==> src/rtl/fetch_unit_pkg.sv <==
// Shared core constants and the fetch-buffer entry layout.
// Both the fetch unit and its buffer import this package.
package fetch_unit_pkg;

    localparam logic [31:0] NOP_INSTR         = 32'h0000_0013;
    localparam logic [31:0] DEFAULT_RESET_PC  = 32'h0000_0000;
    localparam int unsigned DEFAULT_BUF_DEPTH = 2;

    typedef struct packed {
        logic [31:0] pc;
        logic [31:0] instr;
    } fetch_entry_t;

endpackage

==> src/rtl/fetch_fifo.sv <==
// Fetch buffer: circular FIFO of {pc, instr} entries with flush and occupancy count.
// The head entry is always visible on head_o, even when the buffer is empty.
module fetch_fifo
    import fetch_unit_pkg::*;
#(
    parameter int unsigned DEPTH = DEFAULT_BUF_DEPTH
) (
    input  logic                         clk,
    input  logic                         rst_n,
    input  logic                         push_i,
    input  fetch_entry_t                 data_i,
    input  logic                         pop_i,
    input  logic                         flush_i,
    output fetch_entry_t                 head_o,
    output logic [$clog2(DEPTH+1)-1:0]   count_o
);

    localparam int unsigned PW = (DEPTH > 1) ? $clog2(DEPTH) : 1;
    localparam int unsigned CW = $clog2(DEPTH + 1);

    fetch_entry_t  mem_q [DEPTH];
    logic [PW-1:0] rd_q, rd_d;
    logic [PW-1:0] wr_q, wr_d;
    logic [CW-1:0] cnt_q, cnt_d;
    logic          do_push;
    logic          do_pop;

    function automatic logic [PW-1:0] ptr_inc(input logic [PW-1:0] p);
        return (p == PW'(DEPTH - 1)) ? '0 : p + PW'(1);
    endfunction

    always_comb begin
        do_pop  = pop_i && (cnt_q != '0);
        do_push = push_i && ((cnt_q != CW'(DEPTH)) || do_pop);
        rd_d    = rd_q;
        wr_d    = wr_q;
        cnt_d   = cnt_q;
        if (flush_i) begin
            rd_d  = '0;
            wr_d  = '0;
            cnt_d = '0;
        end else begin
            if (do_push) wr_d = ptr_inc(wr_q);
            if (do_pop)  rd_d = ptr_inc(rd_q);
            if (do_push && !do_pop)      cnt_d = cnt_q + CW'(1);
            else if (do_pop && !do_push) cnt_d = cnt_q - CW'(1);
        end
    end

    always_ff @(posedge clk or negedge rst_n) begin
        if (!rst_n) begin
            rd_q  <= '0;
            wr_q  <= '0;
            cnt_q <= '0;
        end else begin
            rd_q  <= rd_d;
            wr_q  <= wr_d;
            cnt_q <= cnt_d;
        end
    end

    always_ff @(posedge clk or negedge rst_n) begin
        if (!rst_n) begin
            for (int i = 0; i < int'(DEPTH); i++) mem_q[i] <= '0;
        end else if (do_push && !flush_i) begin
            mem_q[wr_q] <= data_i;
        end
    end

    assign head_o  = mem_q[rd_q];
    assign count_o = cnt_q;

endmodule

==> src/rtl/fetch_unit.sv <==
// Instruction fetch: PC sequencing, credit-limited memory requests, redirect
// with drop of stale responses, and a small buffer presenting the head to IF/ID.
module fetch_unit
    import fetch_unit_pkg::*;
#(
    parameter logic [31:0] RESET_PC  = DEFAULT_RESET_PC,
    parameter int unsigned BUF_DEPTH = DEFAULT_BUF_DEPTH
) (
    input  logic        clk,
    input  logic        res,
    input  logic        write,
    input  logic        branch_taken,
    input  logic [31:0] branch_target,
    output logic        imem_req,
    output logic [31:0] imem_addr,
    input  logic        imem_gnt,
    input  logic        imem_rvalid,
    input  logic [31:0] imem_rdata,
    output logic [31:0] PC_out,
    output logic [31:0] instruction_out,
    output logic        valid_out
);

    localparam int unsigned CW = $clog2(BUF_DEPTH + 1);
    localparam int unsigned OW = CW + 1;
    localparam int unsigned PW = (BUF_DEPTH > 1) ? $clog2(BUF_DEPTH) : 1;

    logic [31:0]   pc_q, pc_d;
    logic [CW-1:0] out_q, out_d;
    logic [CW-1:0] drop_q, drop_d;
    logic [31:0]   aq_q [BUF_DEPTH];
    logic [PW-1:0] aq_rd_q, aq_rd_d;
    logic [PW-1:0] aq_wr_q, aq_wr_d;

    fetch_entry_t  fifo_head;
    fetch_entry_t  fifo_wdata;
    logic [CW-1:0] fifo_cnt;
    logic          fifo_push;
    logic          fifo_flush;

    logic          head_valid_c;
    logic          pop_c;
    logic          rsp_c;
    logic          grant_c;
    logic [OW-1:0] occ_c;

    function automatic logic [PW-1:0] ptr_inc(input logic [PW-1:0] p);
        return (p == PW'(BUF_DEPTH - 1)) ? '0 : p + PW'(1);
    endfunction

    // A head leaving this cycle frees its slot for this cycle's request,
    // which is what sustains one instruction per cycle at BUF_DEPTH=2.
    always_comb begin
        head_valid_c = (fifo_cnt != '0);
        pop_c        = head_valid_c && write && !branch_taken;
        rsp_c        = imem_rvalid && (out_q != '0);
        occ_c        = OW'(out_q) + OW'(fifo_cnt) - OW'(pop_c);
        imem_req     = res && !branch_taken && (occ_c < OW'(BUF_DEPTH));
        grant_c      = imem_req && imem_gnt;
        imem_addr    = pc_q;
    end

    always_comb begin
        pc_d             = pc_q;
        out_d            = out_q;
        drop_d           = drop_q;
        aq_rd_d          = aq_rd_q;
        aq_wr_d          = aq_wr_q;
        fifo_push        = 1'b0;
        fifo_flush       = 1'b0;
        fifo_wdata.pc    = aq_q[aq_rd_q];
        fifo_wdata.instr = imem_rdata;

        case ({grant_c, rsp_c})
            2'b10:   out_d = out_q + CW'(1);
            2'b01:   out_d = out_q - CW'(1);
            default: out_d = out_q;
        endcase
        if (rsp_c)   aq_rd_d = ptr_inc(aq_rd_q);
        if (grant_c) aq_wr_d = ptr_inc(aq_wr_q);

        // Redirect wins: everything still in flight becomes stale.
        if (branch_taken) begin
            pc_d       = branch_target;
            fifo_flush = 1'b1;
            drop_d     = out_q - CW'(rsp_c);
        end else begin
            if (grant_c) pc_d = pc_q + 32'd4;
            if (rsp_c) begin
                if (drop_q != '0) drop_d = drop_q - CW'(1);
                else              fifo_push = 1'b1;
            end
        end
    end

    always_ff @(posedge clk or negedge res) begin
        if (!res) begin
            pc_q    <= RESET_PC;
            out_q   <= '0;
            drop_q  <= '0;
            aq_rd_q <= '0;
            aq_wr_q <= '0;
        end else begin
            pc_q    <= pc_d;
            out_q   <= out_d;
            drop_q  <= drop_d;
            aq_rd_q <= aq_rd_d;
            aq_wr_q <= aq_wr_d;
        end
    end

    // Address of each granted request, consumed in order by its response.
    always_ff @(posedge clk or negedge res) begin
        if (!res) begin
            for (int i = 0; i < int'(BUF_DEPTH); i++) aq_q[i] <= '0;
        end else if (grant_c) begin
            aq_q[aq_wr_q] <= pc_q;
        end
    end

    fetch_fifo #(
        .DEPTH (BUF_DEPTH)
    ) u_fifo (
        .clk     (clk),
        .rst_n   (res),
        .push_i  (fifo_push),
        .data_i  (fifo_wdata),
        .pop_i   (pop_c),
        .flush_i (fifo_flush),
        .head_o  (fifo_head),
        .count_o (fifo_cnt)
    );

    assign valid_out       = head_valid_c;
    assign instruction_out = head_valid_c ? fifo_head.instr : NOP_INSTR;
    assign PC_out          = fifo_head.pc;

endmodule

==> config.mk <==
export PLATFORM = sky130hd
export DESIGN_NAME = fetch_unit
export DESIGN_NICKNAME = d
export VERILOG_FILES = /design/src/rtl/fetch_unit_pkg.sv /design/src/rtl/fetch_fifo.sv /design/src/rtl/fetch_unit.sv
export SDC_FILE = /design/constraint.sdc
export NUM_CORES = 1
export LEC_CHECK = 0
export BUFFER_PORTS_ARGS = -buffer_cell sky130_fd_sc_hd__buf_4
export CORE_MARGIN = 2
export CORE_UTILIZATION = 51
export CTS_BUF_LIST = sky130_fd_sc_hd__clkbuf_8
export CTS_CLUSTER_DIAMETER = 80
export CTS_CLUSTER_SIZE = 28
export DETAILED_ROUTE_END_ITERATION = 12
export GPL_ROUTABILITY_DRIVEN = 0
export PLACE_DENSITY = 0.81
export SLEW_MARGIN = 30
export SYNTH_ARGS = -nofsm -noshare
export SYNTH_HDL_FRONTEND = slang
export SYNTH_HIERARCHICAL = 1
export SYNTH_SLANG_ARGS = --single-unit
==> constraint.sdc <==
create_clock -name clk -period 4.45 [get_ports clk]
set_clock_uncertainty 0.15 [all_clocks]
set_input_delay 0.89 -clock clk [delete_from_list [all_inputs] [get_ports clk]]
set_output_delay 0.89 -clock clk [all_outputs]
set_load 0.02 [all_outputs]
# Word-level counts from Yosys, hierarchy flattened
# Cells that the tools add are included.
totals:
  reg_bits: 234
  elab_cells: 104
  input_bits: 70
  output_inout_bits: 98
op_classes:
  n_lt_le_gt_ge: 7
  bitwise_logic: 4
  reduce_logical: 29
  muxes: 34
  eq_ne: 3
  add_sub_neg: 13
op_table:
  columns: ["op", "n"]
  rows:
  - ["$mux W64", 4]
  - ["$mux W32", 7]
  - ["$bwmux W128", 1]
  - ["$bwmux W64", 1]
  - ["$demux W64 S1", 1]
  - ["$add A32 B3 Y32 const B", 1]
  - ["$demux W32 S1", 1]
  - ["$reduce_bool A2 Y1", 9]
  - ["$logic_and A1 B1 Y1", 13]
  - ["$mux W1", 12]
  - ["$mux W2", 6]
  - ["$ge A2 B2 Y1 const B", 4]
  - ["$not A1 Y2", 4]
  - ["$sub A2 B1 Y2 const B", 3]
  - ["$add A1 B1 Y1 const B", 4]
  - ["$add A2 B1 Y2 const B", 2]
  - ["$logic_not A1 Y1", 4]
  - ["$lt A2 B1 Y1 const B", 2]
  - ["$pmux W2 S2", 1]
  - ["$add A2 B2 Y3", 1]
  - ["$lt A3 B2 Y1 const B", 1]
  - ["$reduce_bool A3 Y1", 1]
  - ["$sub A3 B1 Y3", 1]
  - ["$eq A2 B1 Y1 const B", 1]
  - ["5 further kinds", 5]

# Logic depth before layout (Yosys ltp)
# Gate-level depths: netlist of the first run.
depth:
  depth_word: 11
  depth_mapped: 15
  depth_no_buf: 12

# Modules after synthesis
# The synthesis of the first run kept the hierarchy.
modules_own_cells:
  columns: ["mod", "seq_area_each_um2", "cells_each", "area_each_um2", "instances"]
  rows:
  - ["fetch_fifo", 3303.2, 361, 5898.2, 1]
  - ["fetch_unit", 2552.4, 479, 5281.3, 1]

# Least setup slack after synthesis of the first run
# OpenSTA, ideal clock, no wires.
synth_path:
  path_kind: "input to output"
  startpoint: "input port branch_taken"
  endpoint: "output port imem_req"
  slack_ps: -103
  path_buffers: 3
  stages: 9
  t_required_ps: 3410
  arrival_ps: 3513
  cell_sequence: "clkbuf_1 buf_1 clkbuf_1 nor3b_1 ha_1 nand2b_1 fa_1 xnor2_1 nor4bb_1"
synth_between:
  elab_chain_cells: 5
  word_cells_on_any_way: 6
  cone_classes: "add/sub (1); order compare (1); reduce/logical (4)"
synth_rtl:
  columns: ["item", "line", "source"]
  rows:
  - ["from (decl)", "fetch_unit.sv:12", "input logic branch_taken,"]
  - ["$logic_not A1 Y1", "fetch_unit.sv:55", "pop_c = head_valid_c && write && !branch_taken;"]
  - ["$logic_and A1 B1 Y1", "fetch_unit.sv:55", null]
  - ["net pop_c", "fetch_unit.sv:42", "logic pop_c;"]
  - ["$sub A3 B1 Y3", "fetch_unit.sv:57", "occ_c = OW'(out_q) + OW'(fifo_cnt) - OW'(pop_c);"]
  - ["$lt A3 B2 Y1", "fetch_unit.sv:58", "imem_req = res && !branch_taken && (occ_c < OW'(BUF_DEPTH));"]
  - ["$logic_and A1 B1 Y1", "fetch_unit.sv:58", null]
  - ["to (decl)", "fetch_unit.sv:14", "output logic imem_req,"]
# The timed path passes the listed nets, and every way through them passes these cells.

# Final worst setup path of the first run
layout_path:
  startpoint: "register u_fifo.cnt_q[0], in the netlist u_fifo/count_o[0]"
  endpoint: "output port imem_req"
layout_between:
  elab_chain_cells: 6
  word_cells_on_any_way: 7
  cone_classes: "add/sub (2); order compare (1); reduce/logical (4)"
layout_rtl:
  columns: ["item", "line", "source"]
  rows:
  - ["from (decl)", "fetch_fifo.sv:24", "logic [CW-1:0] cnt_q, cnt_d;"]
  - ["from (signal assigned)", "fetch_fifo.sv:58", "cnt_q <= cnt_d;"]
  - ["$reduce_bool A2 Y1", "fetch_unit.sv:54", "head_valid_c = (fifo_cnt != '0);"]
  - ["$logic_and A1 B1 Y1 (2 in a row)", "fetch_unit.sv:55", null]
  - ["net pop_c", "fetch_unit.sv:42", null]
  - ["$sub A3 B1 Y3", "fetch_unit.sv:57", null]
  - ["$lt A3 B2 Y1", "fetch_unit.sv:58", null]
  - ["$logic_and A1 B1 Y1", "fetch_unit.sv:58", null]
# The timed path passes the listed nets, and every way through them passes these cells.

==> flow_summary.toml, run 1 <==
[floorplan]
boundaryPins = 168
die_h_microns = 152
coreArea_sq_um = 21700
initial_utilization_pct = 51.5
std_cell_rows = 54
die_w_microns = 152
dieArea_sq_um = 23100

[placement]
pre_cts_ws_ns = 0.394
dp_hpwl_mm = 16.5
numPortBuffers = 167
dpl_cell_area_sq_um = 12700

[routing]
highest_layer = "met4"
wl_mm = 24.6
m1WireLength_mm = 11.1
first_pass_iters = 4
ant_nets = 0
wl_met3_microns = 715
wl_per_cell_microns = 19.3
via_per_inst = 5.63
num_vias = 7189
met2WireLength_mm = 12.0
dr.first_iter.drc_count = 413
drcViolationCount = 0

[power]
leakagePower_nw = 6.32
irDropWorstVdd_uv = 255
power-per-cell-area_nw_per_um2 = 474

[critical_path]
critical_path_arrival_ns = 3.03
crit_fanout = 6
cpPeakStageDelay_ns = 0.49
endpoint_kind = "output port"
cp.required_ns = 3.41
cp_cell_sequence = "nor2_2 -> nor3b_1 -> ha_1 -> nand2b_1 -> fa_1 -> xnor2_1 -> nor4bb_2 -> buf_4"
crit_slowest_cell = "dfrtp_1"
r2r_start = "u_fifo/count_o[0]"
rr_worst_depth = 10
cp.buffers_inverters = 1
crit_family = "simple AND/OR/NAND/NOR gates"
rrSetupSlack_ns = 0.82
path_class = "reg2out"
critPathLaunchType = "register"
r2r_end = "imem_addr[16]"

[global_routing]
grt-ovfl-total = 0
grt_max_degree = 89
antenna_found_initial = 0
grt_pass1_vias = 7520
grtUsageTotal_pct = 21.3
grt_pass1_wl_mm = 40.5

[timing]
finalHoldViolations = 0
tightest_slew_ns = 0.962
layout_setup_ws_ns = 0.384
finalSetupViolations = 0
fin_setup_tns_ns = 0
slew_headroom_pct = 35.9
slew_viol_final = 0
rsz0062_at_grt = "no"
final.min_clock_period_ns = 4.07
fin_hold_ws_ns = 0.0807
period_share_pct = 91.4
max_freq_ghz = 0.246

[yosys]
synth_area_sq_um = 11200
avgSynthCellArea_sq_um = 13.3
synth-seq-area-share_pct = 52.4
syn_nets = 918
synth_edf_count = 0
synthCells = 840
ys.flop_type = "dfrtp_1"
synth.ff_latch_count = 234
async_flop_share_pct = 100
yosys_warnings = 6
synth_cell_types = 55

[flow_run]
drv_cap = 0

[cts]
cts_buffers = 13
ctsResizeCount = 0
postCtsHoldBufs = 0
h-tree-depth = 1
cts_tree = "built"
clk_latency_ns = 0.52
path_clk_slew_ns = 0.16
cts.path.max_buffers = 3
cts.sinks = 234
postCtsSetupBuffers = 0
cts_root_buffer = "clkbuf_8"

[layout]
diodes = 0
final_cell_mix = "235 x mux2_2, 233 x dfrtp_1, 180 x buf_4"
num-nets-final = 1070
area_growth_pct = 15.8
final_layout_size_suffix_gt1_share_pct = 50.5
layout_commonest_cell = "mux2_2"
design_area_sq_um = 12900

[min_path]
min_path_type = "in2async"

[run_status]
status = "finished, final reports clean"
cells by family (layout without fill, tap and decap cells):
| group | count (synthesis) | in the layout | synth area share [%] |
|---|---|---|---|
| AND/OR/NAND/NOR | 164 | 164 | 8.26 |
| adder cells (fa/ha/maj) | 8 | 8 | 0.962 |
| multiplexers | 287 | 287 | 30.5 |
| flip-flops | 234 | 234 | 52.4 |
| buffers and inverters | 60 | 216 | 2.61 |
| XOR/XNOR | 14 | 14 | 1.10 |
| AO/OA/AOI/OAI | 73 | 73 | 4.15 |
cell type report:
cell class              instances  area, sq um
clock buffers                  13          179
clock inverters                 6         57.6
fillers                      1741         8740
inverters                      14         52.6
multi-input cells             546         5050
flip-flops and latches        234         5860
well taps                     280          350
repair buffers                183         1400
state kept, by name, summed over array words and instances, names as in the netlist:
register	flops
drop_q	2
aq_wr_q	1
u_fifo/mem_q	128
out_q	2
u_fifo/count_o	2
aq_rd_q	1
imem_addr	32
u_fifo/rd_q	1
u_fifo/wr_q	1
aq_q	64
cells in the mapped netlist, drive strengths merged (3+ instances only):
master  instances  share of area [%]
mux2          286                 30
dfrtp         234                 52
nand2          45                1.5
nor2b          37                2.1
o21ai          33                1.5
buf            24                1.4
nor2           24               0.85
clkbuf         22               0.74
inv            14               0.47
nand4          13               0.73
o311ai         12               0.94
nand3          11               0.60
a21oi           9               0.40
ha              7               0.78
xnor2           7               0.55
xor2            7               0.55
nor3b           5               0.34
o211ai          5               0.34
and2            4               0.22
nor3            4               0.27
nand2b          3               0.17
nor4            3               0.44
or2             3               0.17
how the worst max path moves through the flow:
stage / endpoint / start / depth (start not counted) / slack (ns)
5_1_grt: imem_req / u_fifo/count_o[0] / 8 / 0.26
3_3_place_gp: imem_req / branch_taken / 8 / 0.54
4_1_cts: imem_req / u_fifo/count_o[0] / 8 / 0.33
3_5_place_dp: imem_addr[16] / branch_taken / 10 / 0.39
2_1_floorplan: imem_req / branch_taken / 9 / 0.06
6_report: imem_req / u_fifo/count_o[0] / 8 / 0.38
power by group:
group / internal [mW] / switching [mW] / leakage [nW]
registers: 2.68 / 0.401 / 3.08
clock network: 0.302 / 0.681 / 0.123
logic: 1.20 / 0.880 / 3.11
total: 4.18 / 1.96 / 6.32
through the flow:
stage                     util (%)  std cells  power, mW
after global placement        58.6       1257       5.11
final                         59.7       1276       6.14
after CTS                     59.7       1276       6.20
after floorplan                  -        840       4.51
after detailed placement      58.6       1257       5.20
after global routing          59.7       1276       6.51
metal layers:
layer  vias to the layer above  GRT usage, %
li1                       3289             -
met1                      3700          29.4
met2                       156          35.7
met3                        44          2.28
met4                         0          6.68
met5                         -             0
Power figures use the tool's default switching activity.
==> run 2, diff against run 1 <==
--- a/config.mk
+++ b/config.mk
@@ -7,5 +7,5 @@
 export LEC_CHECK = 0
 export BUFFER_PORTS_ARGS = -buffer_cell sky130_fd_sc_hd__buf_4
-export CORE_MARGIN = 2
+export CORE_MARGIN = 1.5
 export CORE_UTILIZATION = 51
 export CTS_BUF_LIST = sky130_fd_sc_hd__clkbuf_8
==> constraint.sdc (replaced) <==
create_clock -name clk -period 4.45 [get_ports clk]
set_clock_uncertainty 0.15 [all_clocks]
set_input_delay 0.6675 -clock clk [delete_from_list [all_inputs] [get_ports clk]]
set_output_delay 0.6675 -clock clk [all_outputs]
set_load 0.02 [all_outputs]
==> run 2 against run 1 <==
Net effect: sequential cell count unchanged; critical endpoint is now aq_q[44]; sequential power about the same; final cell count down 0.24%; worst setup slack better by 0.17 ns; largest cell class unchanged; via count down 0.28%; critical path type is now reg2reg; largest power group unchanged; routed wire length down 0.95%.
==> flow_summary.toml, run 2 (synthesis results as in run 1) <==
[power]
power-per-cell-area_nw_per_um2 = 473
irDropWorstVdd_uv = 220
leakagePower_nw = 6.33
total_power_mw = 6.14

[critical_path]
rr_worst_depth = 11
crit_slowest_cell = "fa_1"
rrSetupSlack_ns = 0.55
critPathLaunchType = "register"
path_class = "reg2reg"
critical_path_arrival_ns = 4.17
cp.required_ns = 4.72
cp.buffers_inverters = 2
endpoint_kind = "register"
path_common_cell = "nor2_2"
crit_family = "simple AND/OR/NAND/NOR gates"
r2r_start = "u_fifo/count_o[0]"
cp_cell_sequence = "nor2_2 -> nor3b_1 -> ha_1 -> nand2b_1 -> fa_1 -> nand4b_1 -> nor2_2 -> inv_2 -> nor2_4 -> buf_12 -> mux2_2"
cpPeakStageDelay_ns = 0.51
crit_fanout = 27
r2r_end = "aq_q[44]"

[placement]
dp.cells = 1252
dpl_cell_area_sq_um = 12700
pre_cts_ws_ns = 0.399
numPortBuffers = 167
dp_hpwl_mm = 16.6

[timing]
layout_setup_ws_ns = 0.553
period_share_pct = 87.6
finalHoldViolations = 0
finalSetupViolations = 0
tightest_slew_ns = 0.750
max_freq_ghz = 0.257
slew_viol_final = 0
fin_hold_ws_ns = 0.188
fin_setup_tns_ns = 0
final.min_clock_period_ns = 3.90
slew_headroom_pct = 50.0
rsz0062_at_grt = "no"

[layout]
largest_reg_flops = 128
num-nets-final = 1071
area_growth_pct = 16.1
design_area_sq_um = 13000
largest_register = "u_fifo/mem_q"
seqCellArea_sq_um = 5860
final_cell_mix = "235 x mux2_2, 232 x dfrtp_1, 178 x buf_4"
final_layout_size_suffix_gt1_share_pct = 50.5
layout_commonest_cell = "mux2_2"
nFillCells = 1674
final_util_pct = 61.0
final_cells = 1273
multi_input_area_sq_um = 5050
diodes = 0

[routing]
wl_per_cell_microns = 19.2
ant_nets = 0
drcViolationCount = 0
dr.first_iter.drc_count = 372
wl_mm = 24.4
num_vias = 7169
first_pass_iters = 5
via_per_inst = 5.63

[floorplan]
std_cell_rows = 53
die_h_microns = 151
dieArea_sq_um = 22800
boundaryPins = 168
die_w_microns = 151
initial_utilization_pct = 52.5
coreArea_sq_um = 21300

[min_path]
hp-start = "branch_target[9]"
whs_endpoint = "imem_addr[9]"
min_path_type = "in2reg"
hold_depth = 3

[global_routing]
grtUsageTotal_pct = 21.6
grt_pass1_vias = 7454
grt-ovfl-total = 0
grt_max_degree = 84
grt_pass1_wl_mm = 38.8
antenna_found_initial = 0

[cts]
ctsResizeCount = 0
postCtsHoldBufs = 1
postCtsSetupBuffers = 0
clk_latency_ns = 0.52
cts.path.max_buffers = 3
cts.sinks = 234
path_clk_slew_ns = 0.15
h-tree-depth = 1
cts_tree = "built"
cts_buffers = 13
cts_root_buffer = "clkbuf_8"

[flow_run]
drv_cap = 0

[run_status]
status = "finished, final reports clean"
## run 2: changes by cell type in the layout (fill, tap and decap cells not counted), sizes merged
cell,previous run,this run
clkinv,1,4
clkinvlp,0,1
inv,19,16
dlygate4sd3,0,1
## run 2: layout make-up
class                      instances  area share, %
sequential                       234           45.1
multi-input combinational        546           38.9
timing repair buffer             184           11.0
tap                              275           2.65
clock buffer                      13           1.38
clock inverter                     7          0.530
inverter                          14          0.405
## run 2: tightest hold or removal path: stages
cell	delay, ns
buf_4	0.08
a32oi_1	0.04
nand2_1	0.05
## run 2: worst max-delay path by stage
stage                            from  endpoint  slack (ns)  cells after the start
CTS                 u_fifo/count_o[0]  imem_req        0.55                      8
global placement         branch_taken  aq_q[44]        0.47                     11
detailed placement       branch_taken  aq_q[44]        0.40                     11
floorplan                branch_taken  imem_req        0.34                      9
finish              u_fifo/count_o[0]  aq_q[44]        0.55                     11
global route        u_fifo/count_o[0]  aq_q[38]        0.39                     11
## run 2: power breakdown
group	leakage (nW)	switching (mW)	total, mW	internal [mW]
Combinational	3.13	0.873	2.07	1.20
Sequential	3.08	0.407	3.08	2.68
Clock	0.127	0.681	0.982	0.301
## run 2: routing by layer
| layer | global-route usage [%] | vias up | wire (microns) |
|---|---|---|---|
| li1 | - | 3295 | - |
| met1 | 29.0 | 3693 | 10600 |
| met2 | 37.1 | 152 | 12400 |
| met3 | 2.71 | 29 | 868 |
| met4 | 5.73 | 0 | 496 |
| met5 | 0 | - | 0 |
==> run 3, diff against run 2 <==
Settings changed: CORE_UTILIZATION 51 to 59, PLACE_DENSITY 0.81 to 0.9, SETUP_SLACK_MARGIN set to 0.2.
==> run 3 against run 2 <==
Net effect: fmax grew 0.50%; combinational power grew 2%; power grew 1.7%; critical path depth shrank 3; cell area shrank 0.36%; largest power group unchanged; clock power grew 10%; via count grew 2.3%; global-route usage grew 3.5 points; die area shrank 13%; first-iteration DRC count grew 33%; final cell count shrank 3.1%; highest routed layer unchanged; sequential power is essentially flat.
==> flow_summary.toml, run 3 (synthesis results as in run 1) <==
[power]
power-per-cell-area_nw_per_um2 = 482
irDropWorstVdd_uv = 339
leakagePower_nw = 6.35

[cts]
path_clk_slew_ns = 0.16
cts.path.max_buffers = 3
cts_root_buffer = "clkbuf_8"
postCtsSetupBuffers = 0
h-tree-depth = 1
cts_tree = "built"
cts_buffers = 13
clk_latency_ns = 0.52
cts.sinks = 234

[layout]
layout_commonest_cell = "mux2_2"
largest_reg_flops = 128
seqCellArea_sq_um = 5860
num-nets-final = 1072
area_growth_pct = 15.7
final_cell_mix = "235 x mux2_2, 233 x dfrtp_1, 183 x buf_4"
diodes = 0
nFillCells = 1313
final_layout_size_suffix_gt1_share_pct = 50.3
multi_input_area_sq_um = 5040
largest_register = "u_fifo/mem_q"

[critical_path]
endpoint_kind = "output port"
critical_path_arrival_ns = 3.06
crit_fanout = 6
crit_slowest_cell = "dfrtp_1"
cpPeakStageDelay_ns = 0.50
cp.required_ns = 3.63
path_class = "reg2out"
cp_cell_sequence = "nor2_2 -> nor3b_1 -> ha_1 -> nand2b_1 -> fa_1 -> xnor2_1 -> nor4bb_1 -> buf_4"
critPathLaunchType = "register"

[floorplan]
initial_utilization_pct = 60.0
dieArea_sq_um = 19800
die_w_microns = 141
coreArea_sq_um = 18600
die_h_microns = 141
std_cell_rows = 50
boundaryPins = 168

[timing]
slew_viol_final = 0
finalHoldViolations = 0
layout_setup_ws_ns = 0.573
period_share_pct = 87.1
finalSetupViolations = 0
fin_setup_tns_ns = 0
final.min_clock_period_ns = 3.88
max_freq_ghz = 0.258
rsz0062_at_grt = "no"
tightest_slew_ns = 0.899
slew_headroom_pct = 40.1

[global_routing]
grt-ovfl-total = 0
grt_pass1_vias = 7656
grt_max_degree = 78
antenna_found_initial = 0
grt_pass1_wl_mm = 39.9
grtUsageTotal_pct = 25.1

[routing]
num_vias = 7331
drcViolationCount = 0
dr.first_iter.drc_count = 493
via_per_inst = 5.94
ant_nets = 0
wl_per_cell_microns = 19.8
first_pass_iters = 5
wl_mm = 24.4

[run_status]
status = "finished, final reports clean"

[placement]
numPortBuffers = 167
dp_hpwl_mm = 16.7
pre_cts_ws_ns = 0.593

[min_path]
min_path_type = "in2reg"

[flow_run]
drv_cap = 0
## run 3: worst paths after layout
path	endpoint	start	slack (ns)	cells past startpoint
worst max-delay path	imem_req	u_fifo/count_o[0]	0.57	8
worst min-delay path	imem_addr[9]	branch_target[9]	0.19	3
worst max register to register	imem_addr[16]	u_fifo/count_o[0]	0.76	11
worst min register to register	aq_q[25]	aq_q[25]	0.35	2
max in group asynchronous	aq_q[9]	res	2.34	3
min in group asynchronous	u_fifo/mem_q[19]	res	0.54	2
## run 3: through the flow
step	power [mW]	instance area, sq um	hold WS (ns)	std cells	utilization, %
after floorplan	4.50	11200	0.222	840	-
after global placement	5.09	12600	0.306	1212	67.8
after detailed placement	5.20	12600	0.321	1212	67.8
after CTS	6.29	12900	0.163	1234	69.4
after global routing	6.58	12900	0.167	1234	69.4
final	6.24	12900	0.185	1234	69.4
## run 3: cell type report
type | count | share of cell area, %
Clock inverter | 8 | 0.899
Sequential cell | 234 | 45.3
Timing Repair Buffer | 185 | 10.8
Inverter | 14 | 0.406
Clock buffer | 13 | 1.38
Tap cell | 234 | 2.26
Multi-Input combinational cell | 546 | 39.0
## run 3: power by group
part	total, mW	switching [mW]	internal (mW)
Combinational	2.11	0.917	1.19
Sequential	3.05	0.370	2.68
Clock	1.08	0.670	0.413
Total	6.24	1.96	4.28
## run 3: critical path, delay by kind of cell (launching register included)
family,cells,cell delay (ns)
buffers and inverters,1,0.21
AND/OR/NAND/NOR,4,0.95
adder cells (fa/ha/maj),2,0.69
XOR/XNOR,1,0.17
flip-flops,1,0.50
## run 3: per-layer routing
layer / routed length (microns) / GRT usage, % / up-vias
met1: 10400 / 34.5 / 3765
met3: 1120 / 3.40 / 52
met4: 854 / 8.99 / 0
met5: 0 / 0 / -
li1: - / - / 3301
met2: 12100 / 41.5 / 213
## run 3: repair_timing
action / CTS / global route
gates resized for setup: 0 / 0
hold buffers: 1 / 0
hold endpoints to repair: 72 / 0
